===== src/rtl/simon_pkg.sv =====
// Shared types and encodings for the Simon control path: phase enum,
// mode LED patterns and read-address mux selects.
package simon_pkg;

  typedef enum logic [1:0] {
    S_INPUT    = 2'd0,
    S_PLAYBACK = 2'd1,
    S_REPEAT   = 2'd2,
    S_DONE     = 2'd3
  } state_e;

  localparam logic [2:0] MODE_INPUT    = 3'b001;
  localparam logic [2:0] MODE_PLAYBACK = 3'b010;
  localparam logic [2:0] MODE_REPEAT   = 3'b100;
  localparam logic [2:0] MODE_DONE     = 3'b111;

  localparam logic [1:0] SEL_PLAYBACK = 2'b00;
  localparam logic [1:0] SEL_REPEAT   = 2'b01;
  localparam logic [1:0] SEL_DONE     = 2'b10;

endpackage


===== src/rtl/simon_btn_sync.sv =====
// Three-flop synchroniser for the raw enter button with a one-cycle
// rising-edge pulse taken between the second and third flops.
module simon_btn_sync
  import simon_pkg::*;
(
  input  logic clk,
  input  logic rst,
  input  logic btn,
  output logic press
);

  logic r_s1;
  logic r_s2;
  logic r_s3;

  always_ff @(posedge clk) begin
    if (rst) begin
      r_s1 <= 1'b0;
      r_s2 <= 1'b0;
      r_s3 <= 1'b0;
    end else begin
      r_s1 <= btn;
      r_s2 <= r_s1;
      r_s3 <= r_s2;
    end
  end

  // r_s1 may go metastable; only settled stages feed the edge detector.
  assign press = r_s2 & ~r_s3;

endmodule


===== src/rtl/simon_control.sv =====
// Phase sequencer for the Simon datapath: INPUT -> PLAYBACK -> REPEAT,
// looping until a miss or a full-depth win lands in DONE.
module simon_control
  import simon_pkg::*;
#(
  parameter int DISP_CYCLES = 4,
  parameter int DEPTH       = 64
) (
  input  logic       clk,
  input  logic       rst,
  input  logic       btn,
  input  logic       is_legal,
  input  logic       input_eq_pattern,
  input  logic       play_last,
  input  logic       rep_last,
  input  logic       done_last,
  output logic       w_en,
  output logic       clrcount,
  output logic [1:0] select,
  output logic       play_clr,
  output logic       play_inc,
  output logic       rep_clr,
  output logic       rep_inc,
  output logic       done_clr,
  output logic       done_inc,
  output logic [2:0] mode_leds,
  output logic       win
);

  localparam int TW = $clog2(DISP_CYCLES + 1);
  localparam int CW = $clog2(DEPTH + 1);
  localparam logic [TW-1:0] TIMER_LAST = TW'(DISP_CYCLES - 1);
  localparam logic [CW-1:0] CNT_FULL   = CW'(DEPTH);

  state_e        r_state;
  state_e        w_state_next;
  logic [TW-1:0] r_timer;
  logic [TW-1:0] w_timer_next;
  logic [CW-1:0] r_cnt;
  logic [CW-1:0] w_cnt_next;
  logic          r_win;
  logic          w_win_next;
  logic          w_press;
  logic          w_term;
  logic          w_full;

  simon_btn_sync u_btn_sync (
    .clk   (clk),
    .rst   (rst),
    .btn   (btn),
    .press (w_press)
  );

  assign w_term = (r_timer == TIMER_LAST);
  assign w_full = (r_cnt == CNT_FULL);

  always_ff @(posedge clk) begin
    if (rst) begin
      r_state <= S_INPUT;
      r_timer <= '0;
      r_cnt   <= '0;
      r_win   <= 1'b0;
    end else begin
      r_state <= w_state_next;
      r_timer <= w_timer_next;
      r_cnt   <= w_cnt_next;
      r_win   <= w_win_next;
    end
  end

  // The timer only runs in the display phases; elsewhere it parks at zero
  // so every PLAYBACK/DONE entry starts a fresh display slot.
  always_comb begin
    w_state_next = r_state;
    w_timer_next = '0;
    w_cnt_next   = r_cnt;
    w_win_next   = r_win;
    case (r_state)
      S_INPUT: begin
        if (w_press && is_legal && !w_full) begin
          w_state_next = S_PLAYBACK;
          w_cnt_next   = r_cnt + CW'(1);
        end
      end
      S_PLAYBACK: begin
        if (w_term) begin
          if (play_last) w_state_next = S_REPEAT;
        end else begin
          w_timer_next = r_timer + TW'(1);
        end
      end
      S_REPEAT: begin
        if (w_press) begin
          if (!input_eq_pattern) begin
            w_state_next = S_DONE;
          end else if (rep_last) begin
            if (w_full) begin
              w_win_next   = 1'b1;
              w_state_next = S_DONE;
            end else begin
              w_state_next = S_INPUT;
            end
          end
        end
      end
      S_DONE: begin
        if (!w_term) w_timer_next = r_timer + TW'(1);
      end
      default: w_state_next = S_INPUT;
    endcase
  end

  always_comb begin
    w_en      = 1'b0;
    clrcount  = 1'b0;
    select    = SEL_PLAYBACK;
    play_clr  = 1'b0;
    play_inc  = 1'b0;
    rep_clr   = 1'b0;
    rep_inc   = 1'b0;
    done_clr  = 1'b0;
    done_inc  = 1'b0;
    mode_leds = MODE_INPUT;
    case (r_state)
      S_INPUT: begin
        if (w_press && is_legal && !w_full) begin
          w_en     = 1'b1;
          play_clr = 1'b1;
        end
      end
      S_PLAYBACK: begin
        mode_leds = MODE_PLAYBACK;
        if (w_term) begin
          if (play_last) rep_clr  = 1'b1;
          else           play_inc = 1'b1;
        end
      end
      S_REPEAT: begin
        mode_leds = MODE_REPEAT;
        select    = SEL_REPEAT;
        if (w_press) begin
          if (!input_eq_pattern) done_clr = 1'b1;
          else if (!rep_last)    rep_inc  = 1'b1;
          else if (w_full)       done_clr = 1'b1;
        end
      end
      S_DONE: begin
        mode_leds = MODE_DONE;
        select    = SEL_DONE;
        if (w_term) begin
          if (done_last) done_clr = 1'b1;
          else           done_inc = 1'b1;
        end
      end
      default: mode_leds = MODE_INPUT;
    endcase
    // Reset masks every strobe except the count clear, whatever the state.
    if (rst) begin
      w_en      = 1'b0;
      clrcount  = 1'b1;
      select    = SEL_PLAYBACK;
      play_clr  = 1'b0;
      play_inc  = 1'b0;
      rep_clr   = 1'b0;
      rep_inc   = 1'b0;
      done_clr  = 1'b0;
      done_inc  = 1'b0;
      mode_leds = MODE_INPUT;
    end
  end

  assign win = r_win;

endmodule


===== config.mk =====
export PLATFORM = sky130hd
export DESIGN_NAME = simon_control
export DESIGN_NICKNAME = d
export VERILOG_FILES = /design/src/rtl/simon_pkg.sv /design/src/rtl/simon_btn_sync.sv /design/src/rtl/simon_control.sv
export SDC_FILE = /design/constraint.sdc
export NUM_CORES = 1
export LEC_CHECK = 0
export CAP_MARGIN = 20
export CORE_UTILIZATION = 30
export CTS_CLUSTER_SIZE = 25
export DETAILED_ROUTE_END_ITERATION = 16
export SETUP_SLACK_MARGIN = 0.4
export SLEW_MARGIN = 15
export SYNTH_ARGS = -nofsm -noshare
export SYNTH_HDL_FRONTEND = slang
export SYNTH_SLANG_ARGS = --single-unit

===== constraint.sdc =====
create_clock -name clk -period 1.7 [get_ports clk]
set_clock_uncertainty 0.1 [all_clocks]
set_input_delay 0.255 -clock clk [delete_from_list [all_inputs] [get_ports clk]]
set_output_delay 0.255 -clock clk [all_outputs]
set_load 0.05 [all_outputs]

# Word level (Yosys, flattened, before mapping)
# Index checks and enable logic that the tools add are counted.
[word_totals] input_bits=8 rom_bits=0 ram_bits=0 memories=0 regBits=16 latchBits=0 word_cells=73
[op_classes] bitwise=3 reduce_logical=10 n_eq_ne=10 mux=41 add_sub_neg=2 shifts=0 n_mul=0 magnitude_cmp=0 n_div=0
[op_table] cell="$mux W1" n=28
[op_table] cell="$mux W2" n=8
[op_table] cell="$pmux W3 S3" n=1
[op_table] cell="$ne A2 B2 Y1 const B" n=4
[op_table] cell="$add A7 B1 Y7 const B" n=1
[op_table] cell="$eq A7 B7 Y1 const B" n=1
[op_table] cell="$pmux W2 S3" n=1
[op_table] cell="$reduce_and A6 Y1" n=1
[op_table] cell="$reduce_and A5 Y1" n=1
[op_table] cell="$eq A2 B2 Y1 const B" n=2
[op_table] cell="$pmux W2 S2" n=1
[op_table] cell="$add A3 B1 Y3 const B" n=1
[op_table] cell="$eq A3 B2 Y1 const B" n=1
[op_table] cell="$mux W3" n=1
[op_table] cell="$ne A3 B3 Y1 const B" n=1
[op_table] cell="$reduce_bool A3 Y1" n=1
[op_table] cell="$reduce_or A3 Y1" n=1
[op_table] cell="$eq A2 B1 Y1 const B" n=1
[op_table] cell="$logic_and A1 B1 Y1" n=2
[op_table] cell="$logic_not A2 Y1" n=1
[op_table] cell="$not A1 Y1" n=2
[op_table] cell="$pmux W1 S2" n=1
[op_table] cell="$reduce_and A2 Y1" n=1
[op_table] cell="$reduce_or A2 Y1" n=1
[op_table] cell="other kinds (2)" n=2

# Depth between registers and ports, before layout
# Gate-level depths: netlist of the first run.
[logic_depth] word_depth=7 mapped_depth=6 mapped_depth_nobuf=6

# Modules after synthesis
# A second synthesis of the first run with hierarchy kept.
[hier_totals] cells_unflattened=108 hier_area_um2=933.4
[modules_own_cells] mod="simon_control" cells_each=101 instances=1 area_each_um2=845.8
[modules_own_cells] mod="simon_btn_sync" cells_each=7 instances=1 area_each_um2=87.6

# Worst setup path after synthesis of the first run
# OpenSTA, ideal clock, no wires.
[synth_timing] path_type="register to output" from="register r_state[0]" to="output rep_inc" t_required_ns=1.345 slack_ns=-0.687 arrival_ns=2.032 path_stages_with_launch=5 path_buffers=0 cell_sequence="dfxtp_1 inv_1 ha_1 and3_1 nor3b_1"
[synth_between] elab_chain_cells=3
[synth_rtl] element="from (decl)" line="simon_control.sv:35" rtl="state_e r_state;"
[synth_rtl] element="from (signal assigned)" line="simon_control.sv:64" rtl="r_state <= w_state_next;"
[synth_rtl] element="$eq A2 B2 Y1" line="simon_control.sv:124" rtl="case (r_state)"
[synth_rtl] element="$mux W1" line="simon_control.sv:124"
[synth_rtl] element="$mux W1" line="simon_control.sv:158" rtl="if (rst) begin"
[synth_rtl] element="to (decl)" line="simon_control.sv:23" rtl="output logic rep_inc,"
# Every way passes these cells.

# Worst setup path after layout of the first run
[layout_timing] from="register r_cnt[5]" to="output done_clr"
[layout_between] elab_chain_cells=7
[layout_rtl] element="from (decl)" line="simon_control.sv:39" rtl="logic [CW-1:0] r_cnt;"
[layout_rtl] element="from (signal assigned)" line="simon_control.sv:66" rtl="r_cnt <= w_cnt_next;"
[layout_rtl] element="$eq A7 B7 Y1" line="simon_control.sv:55" rtl="assign w_full = (r_cnt == CNT_FULL);"
[layout_rtl] element="$mux W1" line="simon_control.sv:144" rtl="else if (w_full) done_clr = 1'b1;"
[layout_rtl] element="$mux W1" line="simon_control.sv:143" rtl="else if (!rep_last) rep_inc = 1'b1;"
[layout_rtl] element="$mux W1" line="simon_control.sv:142" rtl="if (!input_eq_pattern) done_clr = 1'b1;"
[layout_rtl] element="$mux W1" line="simon_control.sv:141" rtl="if (w_press) begin"
[layout_rtl] element="$pmux W1 S2" line="simon_control.sv:124"
[layout_rtl] element="$mux W1" line="simon_control.sv:158"
[layout_rtl] element="to (decl)" line="simon_control.sv:24" rtl="output logic done_clr,"
# Every way passes these cells.

==> results of run 1 <==
[placed cells by master (no fill, tap or decap), drive strengths merged]
cell type,n
o211ai,2
nor4,1
nor3,2
buf,57
and4b,2
nand2b,1
inv,8
nor2b,9
and3,2
nand4,2
ha,9
o31a,1
nor2,16
nand4b,1
xor2,3
a221oi,1
or4b,1
clkdlybuf4s50,6
o21ai,1
nand2,5
a21o,1
a21oi,2
nor4b,2
and2,1
o311ai,1
mux2,1
nand3,1
xnor2,3
clkbuf,4
and3b,1
dfxtp,16
a41o,1
dlygate4sd2,1
or3,1
nor3b,1
mux2i,2
a41oi,1
[power by group through the flow]
stage | logic (mW) | registers [mW] | clock network (mW)
finish | 0.741 | 0.435 | 0.257
global route | 0.785 | 0.438 | 0.278
CTS | 0.650 | 0.437 | 0.269
detailed placement | 0.499 | 0.439 | 0
global placement | 0.485 | 0.437 | 0
floorplan | 0.286 | 0.432 | 0
[final timing paths]
kind              startpoint         endpoint
max                 r_cnt[5]         done_clr
min          u_btn_sync.r_s1  u_btn_sync.r_s2
max reg2reg         r_cnt[3]       r_state[0]
min reg2reg  u_btn_sync.r_s1  u_btn_sync.r_s2
[synthesized netlist by cell type (all sizes together) (3+ instances only)]
master and instances:
nand2 5, xnor2 3, nor2 16, dfxtp 16, inv 8, xor2 3, nor2b 9, ha 9
[logic make-up after synthesis]
logic type / after synthesis / share of synthesized area (%)
simple gates: 49 / 29.3
flops: 16 / 34.0
buf+inv: 12 / 5.57
compound gates: 11 / 9.95
fa+ha+maj: 9 / 11.9
xor+xnor: 6 / 5.57
mux: 3 / 3.71
[registers in the layout, indices dropped and copies added, names as in the netlist]
name and cells:
u_btn_sync.r_s3 1, r_state 2, r_cnt 7, u_btn_sync.r_s2 1, u_btn_sync.r_s1 1, r_timer 3
win 1
[cell type report]
| class | count | area share [%] |
|---|---|---|
| Timing Repair Buffer | 64 | 35.3 |
| Sequential cell | 16 | 17.0 |
| Clock buffer | 4 | 1.79 |
| Inverter | 8 | 1.73 |
| Tap cell | 42 | 2.59 |
| Multi-Input combinational cell | 78 | 41.6 |
[stage by stage]
stage                     util, %  TNS [ns]  power [mW]
after global placement       56.4     -1.21       0.922
after CTS                    65.9     -1.34        1.36
final                        70.5     -1.54        1.43
after detailed placement     56.4     -1.22       0.938
after global routing         70.5     -2.47        1.50
after floorplan                 -         0       0.718
[timing repair]
item / CTS / global route
gates resized for setup: 40 / 19
buffers inserted: 10 / 8
endpoints found under the setup margin: 25 / 26
pin swaps: 19 / 17
[critical path: stages, from the launching register on]
cell and delay (ns):
sky130_fd_sc_hd__dfxtp_4 0.37, sky130_fd_sc_hd__nor4b_4 0.30, sky130_fd_sc_hd__a21oi_2 0.10, sky130_fd_sc_hd__nor4b_2 0.26, sky130_fd_sc_hd__a41o_2 0.17, sky130_fd_sc_hd__buf_12 0.13
[routing by layer]
metal	up-vias	part of all wire, %
met4	0	1.9
met3	6	3.9
li1	494	-
met1	481	43
met2	27	51
met5	-	0
==> results_tabular.tex, run 1 <==
\begin{tabular}{lr}
\hline
Metric & Value \\
\hline
\multicolumn{2}{l}{\textbf{Status}} \\
\quad Violations in the final reports & setup timing \\
\quad Result of the run & finished with violations \\
\multicolumn{2}{l}{\textbf{Logic synthesis}} \\
\quad Asr flop ratio synth & 0\% \\
\quad Most used DFF post-synth & sky130\_fd\_sc\_hd\_\_dfxtp\_1 \\
\quad Syn\_area\_per\_cell & 8.90 um2 \\
\quad EDFF count, synth & 0 \\
\quad Mapped cell area & roughly 940 um2 \\
\quad Number of flip-flops and latches in the synthesized netlist & 16 \\
\quad Cell type with the largest total area after synthesis & sky130\_fd\_sc\_hd\_\_dfxtp\_1 \\
\quad Yosys warning total & 0 \\
\quad Synth unique cells & 36 \\
\quad Share of synthesized area occupied by flip-flops and latches & 34.0\% \\
\quad Fraction of synthesized cell area taken by the top area cell type & 34.0\% \\
\quad Syn Inst Count & 106 \\
\quad Synth Net Count & 123 \\
\quad Main area contributors after synthesis & sky130\_fd\_sc\_hd\_\_dfxtp\_1, sky130\_fd\_sc\_hd\_\_ha\_1, sky130\_fd\_sc\_hd\_\_nor2\_1 \\
\multicolumn{2}{l}{\textbf{Die}} \\
\quad Floorplan die width & between 50 and 60 um \\
\quad Number of top-level design ports & 22 \\
\quad Total Die Area & 3370 um2 \\
\quad Starting density of the core & 32.8\% \\
\quad Row count & 19 \\
\quad Core Region & approximately 2900 um2 \\
\quad Die Span Y & 58.1 um \\
\multicolumn{2}{l}{\textbf{GRT}} \\
\quad Most Crowded Layer GR & met2 \\
\quad Initial antenna violation count & 0 \\
\quad All-layer global routing usage & 17.5\% \\
\quad Maximum number of pins on one net before global-route repair & 11 \\
\quad Met3 routing resource usage after global routing & 2.90\% \\
\quad First-pass GRT wire length & about 4.5 mm \\
\quad Vias in the first global route & 1004 \\
\quad GR Util met1 & 21.9\% \\
\quad Global route total overflow & 0 \\
\quad Global Route met2 Usage & between 30 and 40\% \\
\multicolumn{2}{l}{\textbf{Power}} \\
\quad Internal power summed over all cells & 950 uW \\
\quad Switching power summed over all nets & just under 500 uW \\
\quad Proportion of total power due to net switching & between 30\% and 40\% \\
\quad Fraction of power consumed by sequential logic & 30.4\% \\
\quad Share of total power in the clock network & 17.9\% \\
\quad Maximum resistive drop on vdd & around 0.53 mV \\
\quad Combinational cell fraction of total power & around 52\% \\
\quad Pleak & 0.831 nW \\
\quad Power Density & 707 nW/um2 \\
\multicolumn{2}{l}{\textbf{Cells and area}} \\
\quad Flip-flop and latch area & $\sim$340 um2 \\
\quad Area used by multi-input combinational logic & approximately 840 um2 \\
\quad Final non-filler cell area & 2030 um2 \\
\quad Final standard cell count with taps included and fillers excluded & 212 \\
\quad Layout cells sized above 1 & between 60 and 70\% \\
\quad Number of filler cells placed in the layout & 191 \\
\quad Number of nets in the final layout & 188 \\
\quad Number of antenna repair diodes & 0 \\
\quad Area growth, synth to finish & 115\% \\
\multicolumn{2}{l}{\textbf{Timing}} \\
\quad Worst-margin pin slew & 0.302 ns \\
\quad Crit path time final & 1.97 ns \\
\quad Setup repair after global routing missed its margin & yes \\
\quad Setup violations, final & 14 \\
\quad Worst Hold Margin & 0.342 ns \\
\quad Number of failing hold endpoints at the final stage & 0 \\
\quad Fraction of the cycle the final worst path needs & 116\% \\
\quad Achievable Freq & between 500 and 600 MHz \\
\quad Final worst setup slack & -0.270 ns \\
\quad Final Max Tran Viols & 0 \\
\quad Slew Limit Headroom & 79.7\% \\
\multicolumn{2}{l}{\textbf{Detailed routing}} \\
\quad Via density & 4.75 \\
\quad Number of DRC violations after detailed-routing iteration 0 & 21 \\
\quad Overall routed net length & approximately 2.9 mm \\
\quad DRC violation count after routing & 0 \\
\quad Vias after detailed routing & 1008 \\
\quad Number of nets with antenna violations after detailed routing & 0 \\
\quad Initial DRT Pass Iterations & 4 \\
\quad Routed wirelength normalized by instance count & about 14 um \\
\multicolumn{2}{l}{\textbf{Worst setup path}} \\
\quad Data arrival time of the worst path & roughly 1.6 ns \\
\quad Critical setup path kind & flip-flop to output port \\
\quad Element type at the critical path end & output port \\
\quad R2R cell count & 5 \\
\quad Worst path required time & around 1.3 ns \\
\quad CP max FO & 2 \\
\quad Kind of launch point of the worst setup path & flip-flop \\
\quad Flop2flop setup slack & -0.09 ns \\
\multicolumn{2}{l}{\textbf{Placement}} \\
\quad Placer's final routability congestion estimate & 0.799 \\
\quad Detailed placement HPWL & between 1.5 and 2 mm \\
\quad Placed standard-cell area & roughly 1600 um2 \\
\quad Placed cells & 190 \\
\quad Post-place setup slack & -0.281 ns \\
\quad Count of buffers from port buffering & 21 \\
\multicolumn{2}{l}{\textbf{Clock network}} \\
\quad Clock root buffer & sky130\_fd\_sc\_hd\_\_clkbuf\_4 \\
\quad Clock tree from TritonCTS & yes \\
\quad Total clock sinks & 16 \\
\quad Clk slew on worst S/H paths & $\sim$0.10 ns \\
\quad Maximum number of buffers from clock root to sink & 2 \\
\quad Cts-stage hold buffer count & 0 \\
\quad Clock latency of the later-clocked register in the worst-skew pair & approximately 0.28 ns \\
\quad Num CTS Buffers & 3 \\
\quad H-Tree Level Count & 1 \\
\multicolumn{2}{l}{\textbf{Worst hold path}} \\
\quad Hold depth & 1 \\
\quad Hold crit path type & flip-flop to flip-flop \\
\multicolumn{2}{l}{\textbf{Run}} \\
\quad \# Max-Cap Violations & 0 \\
\hline
\end{tabular}
No activity file was read; power rests on OpenSTA's default activity.
==> run 2: changes to the inputs <==
SETUP_SLACK_MARGIN = default   (was 0.4)
==> results_tabular.tex, run 2 (same netlist as run 1, synthesis figures left out) <==
\begin{tabular}{lr}
\hline
Metric & Value \\
\hline
\multicolumn{2}{l}{\textbf{Status}} \\
\quad Result of the run & finished with violations \\
\quad Violations in the final reports & setup timing \\
\multicolumn{2}{l}{\textbf{Cells and area}} \\
\quad Number of flip-flops in the largest register & 7 (unchanged) \\
\quad Biggest register & r\_cnt \\
\quad Most common cell after layout, fill and taps aside & sky130\_fd\_sc\_hd\_\_buf\_4 \\
\quad Number of filler cells placed in the layout & 205 (+7.3\%) \\
\quad Leading registers by flop count & r\_cnt (7), r\_timer (3), r\_state (2) \\
\quad Leading cell types in the layout, fill and taps excluded & sky130\_fd\_sc\_hd\_\_buf\_4, sky130\_fd\_sc\_hd\_\_nor2\_1, sky130\_fd\_sc\_hd\_\_buf\_12 \\
\quad Final core utilization & 67.4\% (-3.1 points) \\
\quad Layout cells sized above 1 & 63.2\% (-5.1 points) \\
\quad Final non-filler cell area & 1940 um2 (-4.4\%) \\
\quad Area growth, synth to finish & 105\% \\
\quad Number of nets in the final layout & 190 (+1.1\%) \\
\quad Final standard cell count with taps included and fillers excluded & 213 (+0.47\%) \\
\quad Number of antenna repair diodes & 0 (unchanged) \\
\multicolumn{2}{l}{\textbf{Worst hold path}} \\
\quad Hold depth & 1 (unchanged) \\
\quad Hold\_sp & r\_timer[0] \\
\quad Hold crit path type & flip-flop to flip-flop \\
\quad Endpoint with the worst hold slack & r\_timer[0] \\
\multicolumn{2}{l}{\textbf{Placement}} \\
\quad Placed standard-cell area & 1560 um2 (-4.0\%) \\
\quad Detailed placement HPWL & 1.88 mm (-4.9\%) \\
\quad Post-place setup slack & -0.215 ns (+0.0661 ns) \\
\quad Placed cells & 194 (+2.1\%) \\
\quad Placer's final routability congestion estimate & 0.862 (+7.9\%) \\
\quad Count of buffers from port buffering & 21 (unchanged) \\
\multicolumn{2}{l}{\textbf{Timing}} \\
\quad Fraction of the cycle the final worst path needs & 122\% (+6.5 points) \\
\quad Final Max Tran Viols & 0 (unchanged) \\
\quad Final worst setup slack & -0.380 ns (-0.110 ns) \\
\quad Slew Limit Headroom & 76.1\% (-3.6 points) \\
\quad Setup repair after global routing missed its margin & yes \\
\quad Worst-margin pin slew & 0.355 ns (+0.0531 ns) \\
\quad Setup violations, final & 10 (-4) \\
\quad Crit path time final & 2.08 ns (+0.110 ns) \\
\quad Achievable Freq & 481 MHz (-5.3\%) \\
\quad Worst Hold Margin & 0.344 ns (+0.00251 ns) \\
\quad Number of failing hold endpoints at the final stage & 0 (unchanged) \\
\quad Setup\_tns & -1.76 ns (-0.217 ns) \\
\multicolumn{2}{l}{\textbf{Detailed routing}} \\
\quad Number of nets with antenna violations after detailed routing & 0 (unchanged) \\
\quad DRC violation count after routing & 0 (unchanged) \\
\quad Via density & 4.80 (+0.91\%) \\
\quad Overall routed net length & 3.11 mm (+6.3\%) \\
\quad Routed wirelength normalized by instance count & 14.6 um (+5.8\%) \\
\quad Vias after detailed routing & 1022 (+1.4\%) \\
\quad Number of DRC violations after detailed-routing iteration 0 & 19 (-9.5\%) \\
\quad Initial DRT Pass Iterations & 4 (unchanged) \\
\multicolumn{2}{l}{\textbf{GRT}} \\
\quad All-layer global routing usage & 17.8\% (+0.25 points) \\
\quad Initial antenna violation count & 0 (unchanged) \\
\quad Maximum number of pins on one net before global-route repair & 15 (+4) \\
\quad Global route total overflow & 0 (unchanged) \\
\quad Vias in the first global route & 997 (-0.70\%) \\
\quad First-pass GRT wire length & 4.64 mm (+3.7\%) \\
\multicolumn{2}{l}{\textbf{Die}} \\
\quad Starting density of the core & 32.8\% (unchanged) \\
\quad Die Span Y & 58.1 um (unchanged) \\
\quad Core Region & 2880 um2 (unchanged) \\
\quad Total Die Area & 3370 um2 (unchanged) \\
\quad Row count & 19 (unchanged) \\
\quad Number of top-level design ports & 22 (unchanged) \\
\quad Floorplan die width & 58.1 um (unchanged) \\
\multicolumn{2}{l}{\textbf{Clock network}} \\
\quad Clock tree from TritonCTS & yes \\
\quad Total clock sinks & 16 (unchanged) \\
\quad Clock root buffer & sky130\_fd\_sc\_hd\_\_clkbuf\_4 \\
\quad Maximum number of buffers from clock root to sink & 2 (unchanged) \\
\quad Clk slew on worst S/H paths & 0.10 ns (about the same) \\
\quad H-Tree Level Count & 1 (unchanged) \\
\quad Clock latency of the later-clocked register in the worst-skew pair & 0.28 ns (about the same) \\
\quad Num CTS Buffers & 3 (unchanged) \\
\multicolumn{2}{l}{\textbf{Worst setup path}} \\
\quad Worst path required time & 1.34 ns (about the same) \\
\quad Data arrival time of the worst path & 1.73 ns (+0.11 ns) \\
\quad Element type at the critical path end & output port \\
\quad R2R cell count & 6 (+1) \\
\quad CP max FO & 2 (unchanged) \\
\quad RR Startpoint & r\_cnt[3] \\
\quad Critical setup path kind & flip-flop to output port \\
\quad Endpoint of the worst-slack reg-to-reg timing path & r\_state[0] \\
\quad Flop2flop setup slack & -0.21 ns (-0.12 ns) \\
\quad Kind of launch point of the worst setup path & flip-flop \\
\multicolumn{2}{l}{\textbf{Power}} \\
\quad Power Density & 713 nW/um2 (+0.92\%) \\
\quad Power after layout & 1.38 mW (-3.6\%) \\
\quad Share of total power in the clock network & 15.0\% (-2.9 points) \\
\quad Maximum resistive drop on vdd & 0.642 mV (+20\%) \\
\quad Combinational cell fraction of total power & 53.7\% (+2.0 points) \\
\quad Switching power summed over all nets & 476 uW (-1.5\%) \\
\quad Internal power summed over all cells & 906 uW (-4.6\%) \\
\quad Proportion of total power due to net switching & 34.4\% (+0.72 points) \\
\quad Pleak & 0.805 nW (-3.1\%) \\
\quad Fraction of power consumed by sequential logic & 31.2\% (+0.8 points) \\
\multicolumn{2}{l}{\textbf{Run}} \\
\quad \# Max-Cap Violations & 0 (unchanged) \\
\hline
\end{tabular}
## run 2: area by class of cell
class | count | area [um2] | share of cell area (%)
clock buffer | 3 | 22.5 | 1.16
tap | 42 | 52.6 | 2.71
timing repair buffer | 66 | 696 | 35.9
sequential | 16 | 340 | 17.6
inverter | 8 | 35.0 | 1.81
multi-input combinational | 78 | 792 | 40.9
## run 2: worst max path at each step
stage | start | endpoint | slack [ns] | cells after the start
6_report | r_cnt[3] | done_clr | -0.38 | 5
5_1_grt | r_cnt[3] | done_clr | -0.46 | 5
4_1_cts | r_cnt[3] | done_clr | -0.37 | 5
3_5_place_dp | input_eq_pattern | done_clr | -0.21 | 6
3_3_place_gp | input_eq_pattern | done_clr | -0.24 | 6
2_1_floorplan | r_state[0] | w_en | -0.05 | 6
## run 2: power groups by stage
stage / Clock, mW / Combinational (mW) / Sequential [mW]
6_report: 0.208 / 0.743 / 0.432
5_1_grt: 0.233 / 0.785 / 0.436
4_1_cts: 0.211 / 0.637 / 0.433
3_5_place_dp: 0 / 0.487 / 0.431
3_3_place_gp: 0 / 0.482 / 0.430
2_1_floorplan: 0 / 0.255 / 0.425
## run 2: repair_timing
item                                    in CTS  in global routing
hold endpoints to repair                     0                  0
endpoints found under the setup margin      13                 17
hold buffers                                 0                  0
gates resized for setup                     45                 16
pin swaps                                   12                 15
buffers inserted                            11                  9
## run 2: layer usage
layer  up-vias  track usage, %  wire length (um)
met5         -               0                 0
met4         0            3.06                57
met3         8            2.90               100
met2        22            32.2              1640
met1       494            22.3              1320
li1        498               -                 -
## run 2: critical path, cell delays in order, from the launching register on
cell	delay [ns]
sky130_fd_sc_hd__dfxtp_4	0.36
sky130_fd_sc_hd__nor4b_4	0.33
sky130_fd_sc_hd__a21oi_1	0.13
sky130_fd_sc_hd__nor4b_2	0.30
sky130_fd_sc_hd__a41o_2	0.18
sky130_fd_sc_hd__buf_12	0.14
==> run 3: changes to the inputs <==
CAP_MARGIN = 25   (was 20)
==> results of run 3 <==
No change in the layout: final DEF, timing and power equal those of run 2.
==> RTL change, RTL diff (config.mk and constraints of run 1) <==
Change the parameter `DEPTH` from 64 to 128.
--- a/src/rtl/simon_control.sv
+++ b/src/rtl/simon_control.sv
@@ -6,3 +6,3 @@
   parameter int DISP_CYCLES = 4,
-  parameter int DEPTH       = 64
+  parameter int DEPTH       = 128
 ) (
Formal check against the unedited RTL: same outputs for any inputs over 10 cycles, from zero or initial values and one cycle with rst high; that may be too few to reach the edited logic, so the function may still have changed.
==> RTL change against run 1 <==
  * The flow still finishes with violations (setup timing)
  * Area after synthesis up 3.6%
  * Via count rose by 0.69%
  * Sequential cell count up 1
  * Routed wire length is 3.4% lower
  * Cell area is 0.18% higher
  * Worst setup slack worse by 0.095 ns
  * Critical path type unchanged
  * Critical endpoint unchanged
Power is not compared: it rests on default switching activity, and its combinational part moved more than twofold at a synthesized area within 25%.
==> RTL change: results (changes against run 1) <==
.. list-table::
   :header-rows: 1

   * - Metric
     - Value
   * - Result of the run
     - finished, violations left
   * - Violations in the final reports
     - setup timing
   * - Number of placed instances, taps included
     - 197 (+3.7%)
   * - Met2 Usage GRT
     - 0.282 (-0.0197)
   * - Final number of setup-violating endpoints
     - 15 (+1)
   * - Via count of the first global-routing pass
     - 949 (-5.5%)
   * - WL met3
     - 93 microns (-18%)
   * - Number of filler instances in the final layout
     - 227 (+19%)
   * - Count of synthesis-stage warnings from yosys
     - 0 (unchanged)
   * - Highest fanout seen on the critical path
     - 3 (+1)
   * - Final nets
     - 191 (+1.6%)
   * - Pin count of the biggest net entering global routing
     - 17 (+6)
   * - Library cells used by synthesis
     - 33 (-8.3%)
   * - Kind of cell adding the most delay to the critical path
     - compound AO/OA/AOI/OAI gates
   * - Routed metal-1 wirelength
     - 1240 microns (-2.7%)
   * - Final Non-Filler Cells
     - 217 (+2.4%)
   * - Largest registers
     - r_cnt x8, r_timer x3, r_state x2
   * - Met2 routed WL
     - 1470 microns (-1.2%)
   * - Sum of net half-perimeters after detailed placement
     - 1910 microns (-3.5%)
   * - Synth Net Count
     - 128 (+4.1%)
   * - Beginning of the worst register-to-register path
     - r_state[1]$_SDFFE_PP0P_
   * - First-pass GRT wire length
     - 4240 microns (-5.1%)
   * - Startpoint of the lowest-slack hold path
     - r_timer[0]$_SDFF_PP0_
   * - Met1 demand-to-capacity share in global routing
     - 0.205 (-0.0140)
   * - Critical-path top delay cell
     - sky130_fd_sc_hd__dfxtp_2
   * - Average wire length per cell after detail routing
     - 13.0 microns (-5.6%)
   * - Worst Max-Slew Pin Slew
     - 0.282 ns (-0.0199 ns)
   * - Routed via count
     - 1,015 (+0.69%)
   * - All-Layer GR Usage
     - 0.166 (-0.00963)
   * - Data arrival time of the worst path
     - 1.71 ns (+0.09 ns)
   * - Worst Setup SP
     - r_cnt[0]$_SDFFE_PP0N_
   * - Final setup slack of the worst path
     - -0.366 ns (-0.0953 ns)
   * - Largest stage delay on the critical path
     - 0.34 ns (-0.03 ns)
   * - Commonest cells post-synth
     - 17 x sky130_fd_sc_hd__dfxtp_1, 13 x sky130_fd_sc_hd__nor2_1, 11 x sky130_fd_sc_hd__inv_1
   * - Detailed-router iteration count before antenna repair
     - 4 (unchanged)
   * - Part of the Yosys area used for sequential elements
     - 0.348 (+0.00875)
   * - Cell types with the largest area share after synthesis
     - sky130_fd_sc_hd__dfxtp_1 35%, sky130_fd_sc_hd__ha_1 12%, sky130_fd_sc_hd__nor2_1 5.0%
   * - Routability congestion estimate from global placement
     - 0.804 (+0.59%)
   * - Global routing met3 resource utilization
     - 0.0284 (-0.000634)
   * - Per-instance average area after synthesis
     - 8.80 sq um (-1.1%)
   * - Ratio of cells with drive above 1 in the final layout
     - 0.630 (-0.0523)
   * - First-iteration detailed-routing DRC count
     - 41 (+95%)
==> RTL change: changes by cell type in the layout (fill, tap and decap cells not counted), moves of 2 or more <==
cell / run 1 / this run
sky130_fd_sc_hd__buf_4: 26 / 22
sky130_fd_sc_hd__dfxtp_1: 5 / 9
sky130_fd_sc_hd__nor2_1: 10 / 6
sky130_fd_sc_hd__dfxtp_4: 4 / 1
sky130_fd_sc_hd__nand2_1: 3 / 6
sky130_fd_sc_hd__o21ai_0: 0 / 3
sky130_fd_sc_hd__a21oi_1: 0 / 2
sky130_fd_sc_hd__buf_12: 11 / 13
sky130_fd_sc_hd__inv_1: 4 / 6
sky130_fd_sc_hd__nor2b_4: 5 / 3
sky130_fd_sc_hd__o21ai_4: 0 / 2
==> RTL change: layout make-up <==
type | count | area, sq um | share of cell area
flip-flops and latches | 17 | 353 | 0.174
clock buffers | 3 | 22.5 | 0.0111
inverters | 11 | 47.5 | 0.0234
repair buffers | 62 | 727 | 0.358
well taps | 44 | 55.1 | 0.0271
clock inverters | 1 | 5.00 | 0.00246
multi-input cells | 79 | 822 | 0.405
==> RTL change: path summary, 6_finish.rpt <==
path / depth (start not counted) / to / slack (ns)
worst max register to register: 8 / r_state[0]$_SDFFE_PP0P_ / -0.19
worst max-delay path: 7 / done_clr / -0.37
worst min-delay path: 1 / r_timer[0]$_SDFF_PP0_ / 0.33
worst min register to register: 1 / r_timer[0]$_SDFF_PP0_ / 0.33
==> RTL change: power groups by stage <==
stage | Combinational [W] | Sequential (W) | Clock (W)
2_1_floorplan | 0.0000534 | 0.000415 | 0
3_3_place_gp | 0.000113 | 0.000414 | 0
3_5_place_dp | 0.000116 | 0.000414 | 0
4_1_cts | 0.000132 | 0.000405 | 0.000237
5_1_grt | 0.000147 | 0.000406 | 0.000247
6_report | 0.000139 | 0.000406 | 0.000222
==> RTL change: cell families after synthesis <==
| group | after synthesis | synth area share |
|---|---|---|
| muxes | 3 | 0.0307 |
| DFF | 17 | 0.348 |
| and+or+nand+nor | 45 | 0.274 |
| buffers and inverters | 15 | 0.0653 |
| xor gates and xnor gates | 4 | 0.0359 |
| AOI/OAI and AO/OA | 18 | 0.131 |
| adders and majority gates | 9 | 0.115 |
==> RTL change: stage by stage <==
stage / instance area [sq um] / setup slack, ns / power (W) / setup TNS [ns]
after detailed placement: 1690 / -0.276 / 0.000530 / -1.46
after CTS: 1880 / -0.358 / 0.000775 / -2.17
final: 2030 / -0.366 / 0.000767 / -2.28
after floorplan: 1140 / -0.134 / 0.000468 / -0.363
after global routing: 2030 / -0.442 / 0.000801 / -3.31
after global placement: 1690 / -0.193 / 0.000527 / -1.17
==> RTL change: repair_timing <==
action                     CTS  global route
hold buffers                 0             0
setup endpoints to repair   27            26
hold endpoints to repair     0             0
pin swaps                   17            15
resized for setup           28            20
buffers inserted             8             8
